[config.mk]
export PLATFORM = sky130hd
export DESIGN_NAME = spi_master_ctrl
export DESIGN_NICKNAME = d
export VERILOG_FILES = /design/src/rtl/spi_master_ctrl.sv
export SDC_FILE = /design/constraint.sdc
export NUM_CORES = 1
export LEC_CHECK = 0
export ABC_AREA = 0
export CAP_MARGIN = 30
export CORE_AREA = 8 8 79 81
export CTS_CLUSTER_DIAMETER = 40
export CTS_CLUSTER_SIZE = 16
export DETAILED_ROUTE_END_ITERATION = 10
export DIE_AREA = 0 0 87 89
export PLACE_DENSITY_LB_ADDON = 0.1
export SYNTH_ARGS = -nofsm -noshare
export SYNTH_HDL_FRONTEND = slang
export SYNTH_SLANG_ARGS = --single-unit
[constraint.sdc]
create_clock -name clk -period 1.9 [get_ports clk]
set_clock_uncertainty 0.15 [all_clocks]
set_input_delay 0.38 -clock clk [delete_from_list [all_inputs] [get_ports clk]]
set_output_delay 0.38 -clock clk [all_outputs]
set_load 0.01 [all_outputs]
[src/rtl/spi_master_ctrl.sv]
// SPI master sequencer for the m-bit slave datapath.
// Each frame has m data SCLK edges followed by one load edge. On the load edge LOAD=1 and MOSI=0.
// MISO is shifted in just before edges 2..m+1. SCLK is a dedicated flop, so it is glitch-free.
module spi_master_ctrl #(
  parameter int unsigned m   = 12,
  parameter int unsigned DIV = 4
) (
  input  logic         clk,
  input  logic         clr_n,
  input  logic         st,
  input  logic [m-1:0] MTX_DAT,
  output logic [m-1:0] MRX_DAT,
  output logic         SCLK,
  output logic         MOSI,
  output logic         LOAD,
  input  logic         MISO,
  output logic         busy,
  output logic         done
);

  localparam int unsigned CW = $clog2(m + 1);
  localparam int unsigned DW = (DIV > 1) ? $clog2(DIV) : 1;
  localparam logic [CW-1:0] BitLast = CW'(m);
  localparam logic [DW-1:0] DivLast = DW'(DIV - 1);

  typedef enum logic [1:0] {StIdle, StLow, StHigh, StFin} state_e;

  state_e        r_state;
  logic [m-1:0]  r_tx_sr;
  logic [m-1:0]  r_rx_sr;
  logic [m-1:0]  r_mrx;
  logic [CW-1:0] r_bit_cnt;
  logic [DW-1:0] r_div_cnt;
  logic          r_sclk;
  logic          r_load;
  logic          r_busy;
  logic          r_done;
  logic          w_half_end;

  assign w_half_end = (r_div_cnt == DivLast);

  // The TX shifter holds only zeros outside the data edges, so its MSB is MOSI directly.
  // This covers idle, the load edge, FIN, and the period after a reset.
  assign MOSI    = r_tx_sr[m-1];
  assign SCLK    = r_sclk;
  assign LOAD    = r_load;
  assign busy    = r_busy;
  assign done    = r_done;
  assign MRX_DAT = r_mrx;

  // Frame sequencer: all state and registered pin outputs advance together.
  always_ff @(posedge clk or negedge clr_n) begin
    if (!clr_n) begin
      r_state   <= StIdle;
      r_tx_sr   <= '0;
      r_rx_sr   <= '0;
      r_mrx     <= '0;
      r_bit_cnt <= '0;
      r_div_cnt <= '0;
      r_sclk    <= 1'b0;
      r_load    <= 1'b0;
      r_busy    <= 1'b0;
      r_done    <= 1'b0;
    end else begin
      r_done <= 1'b0;
      unique case (r_state)
        StIdle: begin
          if (st) begin
            r_tx_sr   <= MTX_DAT;
            r_bit_cnt <= '0;
            r_div_cnt <= '0;
            r_busy    <= 1'b1;
            r_state   <= StLow;
          end
        end
        StLow: begin
          if (w_half_end) begin
            r_div_cnt <= '0;
            r_sclk    <= 1'b1;
            // The first edge has no preceding MISO bit of interest.
            if (r_bit_cnt != '0) begin
              r_rx_sr <= {r_rx_sr[m-2:0], MISO};
            end
            r_state <= StHigh;
          end else begin
            r_div_cnt <= r_div_cnt + 1'b1;
          end
        end
        StHigh: begin
          if (w_half_end) begin
            r_div_cnt <= '0;
            r_sclk    <= 1'b0;
            if (r_bit_cnt == BitLast) begin
              r_load  <= 1'b0;
              r_state <= StFin;
            end else begin
              r_tx_sr   <= {r_tx_sr[m-2:0], 1'b0};
              r_bit_cnt <= r_bit_cnt + 1'b1;
              // Raise LOAD for the low phase that precedes the load edge.
              r_load    <= (r_bit_cnt == (BitLast - 1'b1));
              r_state   <= StLow;
            end
          end else begin
            r_div_cnt <= r_div_cnt + 1'b1;
          end
        end
        StFin: begin
          r_mrx   <= r_rx_sr;
          r_done  <= 1'b1;
          r_busy  <= 1'b0;
          r_state <= StIdle;
        end
        default: r_state <= StIdle;
      endcase
    end
  end

endmodule
**Yosys cells after proc, flatten, opt, wreduce, memory -nomap -nowiden**

Cells that the tools add are included.

- Register bits: 48
- Bits of input ports: 16
- Output and inout bits: 17

- $add $sub $neg: 2
- Equality and inequality tests: 10
- Muxes and demuxes: 23
- Reductions and logical operators: 14

Operators by type and width:

| operator | count |
|---|---|
| $mux 12 | 3 |
| $pmux 12 s2 | 1 |
| $mux 2 | 6 |
| $mux 4 | 3 |
| $reduce_and 3->1 | 3 |
| $eq 4x4->1 const B | 2 |
| $ne 2x2->1 const B | 4 |
| $pmux 2 s4 | 1 |
| $pmux 4 s2 | 1 |
| $reduce_bool 2->1 | 4 |
| $eq 2x2->1 const B | 3 |
| $reduce_and 2->1 | 3 |
| $mux 1 | 5 |
| $add 4x1->4 const B | 1 |
| $pmux 1 s2 | 2 |
| $pmux 2 s2 | 1 |
| $reduce_and 4->1 | 1 |
| $reduce_bool 4->1 | 1 |
| $add 2x1->2 const B | 1 |
| $eq 2x1->1 const B | 1 |
| $logic_not 2->1 | 1 |
| $reduce_or 2->1 | 1 |

**Depth between registers and ports, before layout**

Gate-level depths: netlist of the first run.

- Depth after elaboration: 4
- Mapped depth: 7
- Gate-level depth less buffers: 5

**Worst setup path before layout of the first run**

No wires, ideal clock.

- Path type: reg2reg
- Start point: register r_state[0]
- End point: register r_tx_sr[8]
- Setup time: 0.125 ns
- Arrival: 1.784 ns
- Data required time: 1.625 ns
- Slack: -0.158 ns
- Cell stages (with the launch flop): 7
- Buffers on the path: 2
- Path through: dfrtp_1 inv_1 ha_1 buf_2 clkbuf_1 mux2_2 mux2_2

- Longest elaborated chain between the ends: 3
- Elaborated cells on any way between the ends: 8
- Those cells by class: 4 x eq/ne; 1 x mux; 3 x reduce/logical

RTL lines:

| what | RTL line | RTL |
|---|---|---|
| start: declaration | 28 | `state_e r_state;` |
| start signal: assignment | 54 | `r_state <= StIdle;` |
| start signal: assignment | 73 | `r_state <= StLow;` |
| start signal: assignment | 84 | `r_state <= StHigh;` |
| $eq 2x2->1 / $logic_not 2->1 (equally long branches) | 66 | `unique case (r_state)` |
| $ne 2x2->1 (no line) / $reduce_bool 2->1 (equally long branches) | -- |  |
| $reduce_and 4->1 (no line) | -- |  |
| end signal: assignment | 97 | `r_tx_sr <= {r_tx_sr[m-2:0], 1'b0};` |
| end: declaration | 29 | `logic [m-1:0] r_tx_sr;` |

Several ways; a longest one is shown, not always the timed one.
A chain may end at the register's enable or synchronous reset.

**Worst setup path in the final report of the first run**

- Start point: register r_state[1]
- End point: register r_bit_cnt[3]

- Longest elaborated chain between the ends: 3
- Elaborated cells on any way between the ends: 8
- Those cells by class: 4 x eq/ne; 1 x mux; 3 x reduce/logical

RTL lines:

| what | RTL line | RTL |
|---|---|---|
| $eq 2x2->1 / $logic_not 2->1 (equally long branches) | 66 |  |
| $ne 2x2->1 (no line) / $reduce_bool 2->1 (equally long branches) | -- |  |
| $reduce_and 4->1 (no line) | -- |  |
| end signal: assignment | 98 | `r_bit_cnt <= r_bit_cnt + 1'b1;` |
| end: declaration | 32 | `logic [CW-1:0] r_bit_cnt;` |

Several ways; a longest one is shown, not always the timed one.

==> impl_metrics.json, run 1 <==
{
  "outcome": "complete, but fails checks",
  "violations": "setup timing",
  "powerDensity_nw_per_um2": 1410,
  "syn-num-nets": 180,
  "pwr-share-comb_pct": 50.8,
  "path_class": "reg -> reg",
  "p_int_mw": 2.86,
  "ant_nets": 0,
  "gp_congestion": 0.756,
  "via_count": 1421,
  "grt_pass1_wl_um": 7350,
  "met1_length_um": 1910,
  "fin_nets": 239,
  "cp-start-kind": "flip-flop",
  "reg2reg_from": "r_state[1]",
  "finalSetupViolations": 13,
  "holdCritStartpoint": "LOAD",
  "crit_start": "r_state[1]",
  "final.min_clock_period_ns": 1.95,
  "die_height_um": 89,
  "start_util_pct": 43.7,
  "slew_headroom_pct": 78.8,
  "gr-total-overflow": 0,
  "ir_drop_v": 0.000666,
  "cts_made_buffers": 5,
  "synthFlopType": "dfrtp_1",
  "ys_seq_area_share_pct": 55.2,
  "fp-row-count": 26,
  "min_period_over_period_pct": 103,
  "rsz0062_at_grt": "true",
  "pin_count": 33,
  "drt_iter0_markers": 61,
  "drc_errors": 0,
  "netSwitchingFraction_pct": 31.3,
  "preCtsSetupSlack_ns": -0.227,
  "grt_max_degree": 49,
  "synthTopCellsByArea": "dfrtp_1, mux2_2, ha_1",
  "finalHoldViolCount": 0,
  "drv_cap": 0,
  "critPathMaxFanout": 3,
  "clockBufferDepth": 2,
  "grt_pass1_vias": 1547,
  "yosys.cell_types.count": 32,
  "clkTransAtPathRegs_ns": 0.09,
  "worst_ep_required_time_ns": 1.93,
  "synth_top_area_share_pct": 55.2,
  "yosysTopAreaCell": "dfrtp_1",
  "synth_edf_count": 0,
  "die_area_um2": 7740,
  "die_w_um": 87,
  "nFillCells": 410,
  "p_sw_mw": 1.30,
  "clock_power_share_pct": 14.8,
  "htree_levels": 2,
  "p_seq_share_pct": 34.4,
  "hold_class": "reg -> reg",
  "viasPerCell": 4.99,
  "timing.fmax_mhz": 512,
  "antenna_cells": 0,
  "cts_sinks": 48,
  "port_buffers": 32,
  "arrival_ns": 1.98,
  "drive_gt1_share_pct": 40.5,
  "async_flop_share_pct": 100,
  "cts_tree": "yes",
  "met2_length_um": 2120,
  "cp-end-kind": "flip-flop",
  "drt_wl_total_um": 4270,
  "clock_latency_ns": 0.30,
  "worst_slew_pin_slew_ns": 0.317,
  "synth.avg_cell_area_um2": 14.0,
  "layout.cells.most_common": "dfrtp_1",
  "place_hpwl_um": 2920,
  "synth_warnings": 0,
  "ys_ff_latch": 48,
  "drt_first_pass_iters": 4,
  "root_buffer": "clkbuf_8",
  "finalMaxSlewViolations": 0,
  "power_mw": 4.16,
  "final_cell_mix": "dfrtp_1, mux2_2, clkdlybuf4s50_1",
  "setup_ws_ns": -0.0530,
  "synthCells": 155,
  "leakage_nw": 1.38,
  "core_area_um2": 4980,
  "wl_per_cell_um": 15.0,
  "r2r_slack_ns": -0.05,
  "syn-cell-area_um2": 2170,
  "grt_usage_pct": 12.3,
  "wl_met3_um": 154,
  "area_growth_pct": 36.1,
  "antenna_found_initial": 0,
  "highest_layer": "met4"
}
metrics by stage:
step | instance area, um2 | hold WS (ns) | util, % | instances | setup TNS, ns
3_3_place_gp | 2740 | 0.227 | 55.1 | 266 | -2.23
5_1_grt | 2960 | 0.373 | 59.5 | 285 | -1.28
3_5_place_dp | 2740 | 0.231 | 55.1 | 266 | -2.51
6_report | 2960 | 0.336 | 59.5 | 285 | -0.297
2_1_floorplan | 2240 | -0.0656 | - | 155 | -0.204
4_1_cts | 2880 | 0.346 | 57.8 | 279 | -0.158
power by group through the flow:
stage	sequential (mW)	combinational, mW	clock, mW
floorplan	1.44	1.26	0
finish	1.43	2.11	0.617
global route	1.46	2.29	0.685
global placement	1.44	1.77	0
CTS	1.43	1.91	0.648
detailed placement	1.45	1.84	0
synthesized netlist by cell type (2+ instances only):
master and number:
dfrtp_1 48, mux2_2 47, ha_1 9, inv_1 5
a21oi_1 4, nand2_1 4, nand4_1 3, nor2_1 3
o21ai_0 3, a32o_1 2, buf_2 2, mux2i_1 2
nand2b_1 2, nor2b_1 2, nor3_1 2
metal layers:
metal / vias up / GRT usage, %
met5: - / 0
met3: 7 / 3.68
li1: 673 / -
met4: 0 / 5.63
met2: 18 / 20.5
met1: 723 / 14.2
path summary, 6_finish.rpt:
| kind | to | cells past startpoint |
|---|---|---|
| worst max-delay path | r_bit_cnt[3] | 5 |
| max in group asynchronous | SCLK | 3 |
| min in group asynchronous | done | 3 |
| worst max register to register | r_bit_cnt[3] | 5 |
| worst min-delay path | LOAD | 2 |
| worst min register to register | LOAD | 2 |
worst max-delay path, stage by stage (launching register included):
cell and delay, ns:
dfrtp_2 0.41, inv_2 0.06, ha_4 0.16, nor2b_4 0.13, or4b_1 0.57, a221o_1 0.34
registers in the layout, summed over array words and instances (netlist names):
register   cells
MRX_DAT       12
r_state        2
r_bit_cnt      4
r_rx_sr       12
busy           1
r_tx_sr       12
SCLK           1
r_div_cnt      2
LOAD           1
done           1
cell type report:
type	instances	area, um2	area share (%)
Clock inverter	1	7.51	0.254
Sequential cell	48	1200	40.6
Timing Repair Buffer	57	552	18.6
Inverter	5	18.8	0.634
Clock buffer	7	86.3	2.92
Multi-Input combinational cell	97	1000	34.0
Tap cell	70	87.6	2.96
cells by family (layout without fill, tap and decap cells):
| kind of cell | count (synthesis) | in the layout | synth area share [%] |
|---|---|---|---|
| multiplexers | 49 | 49 | 25.3 |
| AO/OA/AOI/OAI | 15 | 15 | 4.83 |
| adder cells (fa/ha/maj) | 9 | 9 | 5.18 |
| buffers and inverters | 10 | 70 | 2.01 |
| AND/OR/NAND/NOR | 24 | 24 | 7.48 |
| flip-flops | 48 | 48 | 55.2 |
timing repair:
action / 4_1_cts / 5_1_grt
cloned: 0 / 1
gates resized for setup: 1 / 5
endpoints found under the hold margin: 48 / 0
buffers inserted: 4 / 5
pin swaps: 1 / 1
setup endpoints to repair: 14 / 26
hold buffers: 1 / 0
Power figures use the tool's default switching activity.
==> inputs of run 2 (changes only) <==
--- a/config.mk
+++ b/config.mk
@@ -8,9 +8,9 @@
 export ABC_AREA = 0
 export CAP_MARGIN = 30
-export CORE_AREA = 8 8 79 81
+export CORE_AREA = 8 8 108 61
 export CTS_CLUSTER_DIAMETER = 40
 export CTS_CLUSTER_SIZE = 16
 export DETAILED_ROUTE_END_ITERATION = 10
-export DIE_AREA = 0 0 87 89
+export DIE_AREA = 0 0 116 69
 export PLACE_DENSITY_LB_ADDON = 0.1
 export SYNTH_ARGS = -nofsm -noshare
--- a/constraint.sdc
+++ b/constraint.sdc
@@ -3,3 +3,3 @@
 set_input_delay 0.38 -clock clk [delete_from_list [all_inputs] [get_ports clk]]
 set_output_delay 0.38 -clock clk [all_outputs]
-set_load 0.01 [all_outputs]
+set_load 0.05 [all_outputs]
==> impl_metrics.json, run 2 (synthesized netlist as in run 1, its figures left out) <==
{
  "outcome": "complete, but fails checks",
  "violations": "setup timing",
  "via_count": 1401,
  "area_growth_pct": 36.1,
  "die_height_um": 69,
  "crit_start": "r_state[1]",
  "grt_max_degree": 30,
  "leakage_nw": 1.44,
  "start_util_pct": 42.3,
  "root_buffer": "clkbuf_8",
  "die_area_um2": 8000,
  "drive_gt1_share_pct": 50.9,
  "final_cell_mix": "dfrtp_1, buf_4, mux2_2",
  "setup_ws_ns": -0.0113,
  "place_inst": 271,
  "antenna_cells": 0,
  "cts_sinks": 48,
  "whs_ns": 0.360,
  "finalCoreUtilization_pct": 57.7,
  "ir_drop_v": 0.000574,
  "min_period_over_period_pct": 101,
  "rsz0062_at_grt": "true",
  "worst_ep_required_time_ns": 1.94,
  "finalSetupViolations": 1,
  "fin_area_um2": 2960,
  "core_area_um2": 5130,
  "powerDensity_nw_per_um2": 1530,
  "pin_count": 33,
  "antenna_found_initial": 0,
  "path_class": "reg -> reg",
  "drc_errors": 0,
  "clock_latency_ns": 0.30,
  "timing.fmax_mhz": 523,
  "final.min_clock_period_ns": 1.91,
  "drv_cap": 0,
  "path_buf_inv": 1,
  "place_area_um2": 2710,
  "gp_congestion": 0.798,
  "cts_made_buffers": 5,
  "slew_headroom_pct": 69.2,
  "ant_nets": 0,
  "critPathMaxFanout": 4,
  "htree_levels": 2,
  "crit_path_cell_trace": "inv_2 -> ha_4 -> nor2b_4 -> or4b_4 -> a221o_1",
  "drt_wl_total_um": 4350,
  "finalHoldViolCount": 0,
  "drt_iter0_markers": 24,
  "r2r_slack_ns": -0.01,
  "cpLargestDelayFamily": "simple AND/OR/NAND/NOR gates",
  "clockBufferDepth": 2,
  "grt_pass1_vias": 1513,
  "cts_tree": "yes",
  "setup_tns_ns": -0.0113,
  "port_buffers": 32,
  "hold_class": "reg -> reg",
  "fin_cells": 289,
  "worst_slew_pin_slew_ns": 0.462,
  "clkTransAtPathRegs_ns": 0.09,
  "power_mw": 4.54,
  "finalMaxSlewViolations": 0,
  "layout.cells.most_common": "dfrtp_1",
  "fp-row-count": 19,
  "grt_pass1_wl_um": 7530,
  "drt_first_pass_iters": 5,
  "cp-start-kind": "flip-flop",
  "cpMaxStageDelayCell": "or4b_4",
  "gr-total-overflow": 0,
  "preCtsSetupSlack_ns": -0.216,
  "viasPerCell": 4.85,
  "holdCritStartpoint": "r_tx_sr[0]",
  "die_w_um": 116,
  "place_hpwl_um": 3120,
  "arrival_ns": 1.95,
  "critical-path-max-stage-delay_ns": 0.54,
  "reg2reg_from": "r_state[1]",
  "grt_usage_pct": 11.5,
  "cp-end-kind": "flip-flop",
  "wl_per_cell_um": 15.0,
  "fin_nets": 240
}
==> run 2: cell types whose count changed in the layout (fill, tap and decap cells not counted), moves of 2 or more <==
cell,before,now
buf_4,20,38
buf_6,1,3
bufinv_16,0,2
clkdlybuf4s50_1,31,14
==> run 2: layer usage <==
metal | vias to the layer above | part of all wire (%) | global-route usage (%)
li1 | 674 | - | -
met1 | 706 | 50 | 15.6
met2 | 19 | 46 | 17.5
met3 | 2 | 3.6 | 3.13
met4 | 0 | 0.62 | 3.42
met5 | - | 0 | 0
==> run 2: worst paths after layout <==
check                          endpoint  cells after the start
max                        r_bit_cnt[3]                      5
min                          r_tx_sr[0]                      1
max reg2reg                r_bit_cnt[3]                      5
min reg2reg                  r_tx_sr[0]                      1
max in group asynchronous    r_state[1]                      3
min in group asynchronous    r_rx_sr[3]                      2
==> run 2: report_power, final <==
| part | leakage (nW) | internal (mW) | switching [mW] |
|---|---|---|---|
| clock network | 0.0687 | 0.530 | 0.354 |
| logic | 0.738 | 1.24 | 0.974 |
| registers | 0.631 | 1.28 | 0.163 |
==> run 2: final cells by class <==
type	instances	area [um2]
multi-input combinational	97	1020
clock buffer	5	68.8
timing repair buffer	58	494
inverter	5	18.8
fill	440	2170
tap	73	91.3
sequential	48	1200
clock inverter	3	68.8
==> run 2: timing repair <==
| action | 4_1_cts | 5_1_grt |
|---|---|---|
| pin swaps | 3 | 5 |
| hold buffers | 1 | 0 |
| setup endpoints to repair | 13 | 28 |
| resized for setup | 8 | 4 |
| setup buffers | 6 | 3 |
| hold endpoints to repair | 19 | 0 |
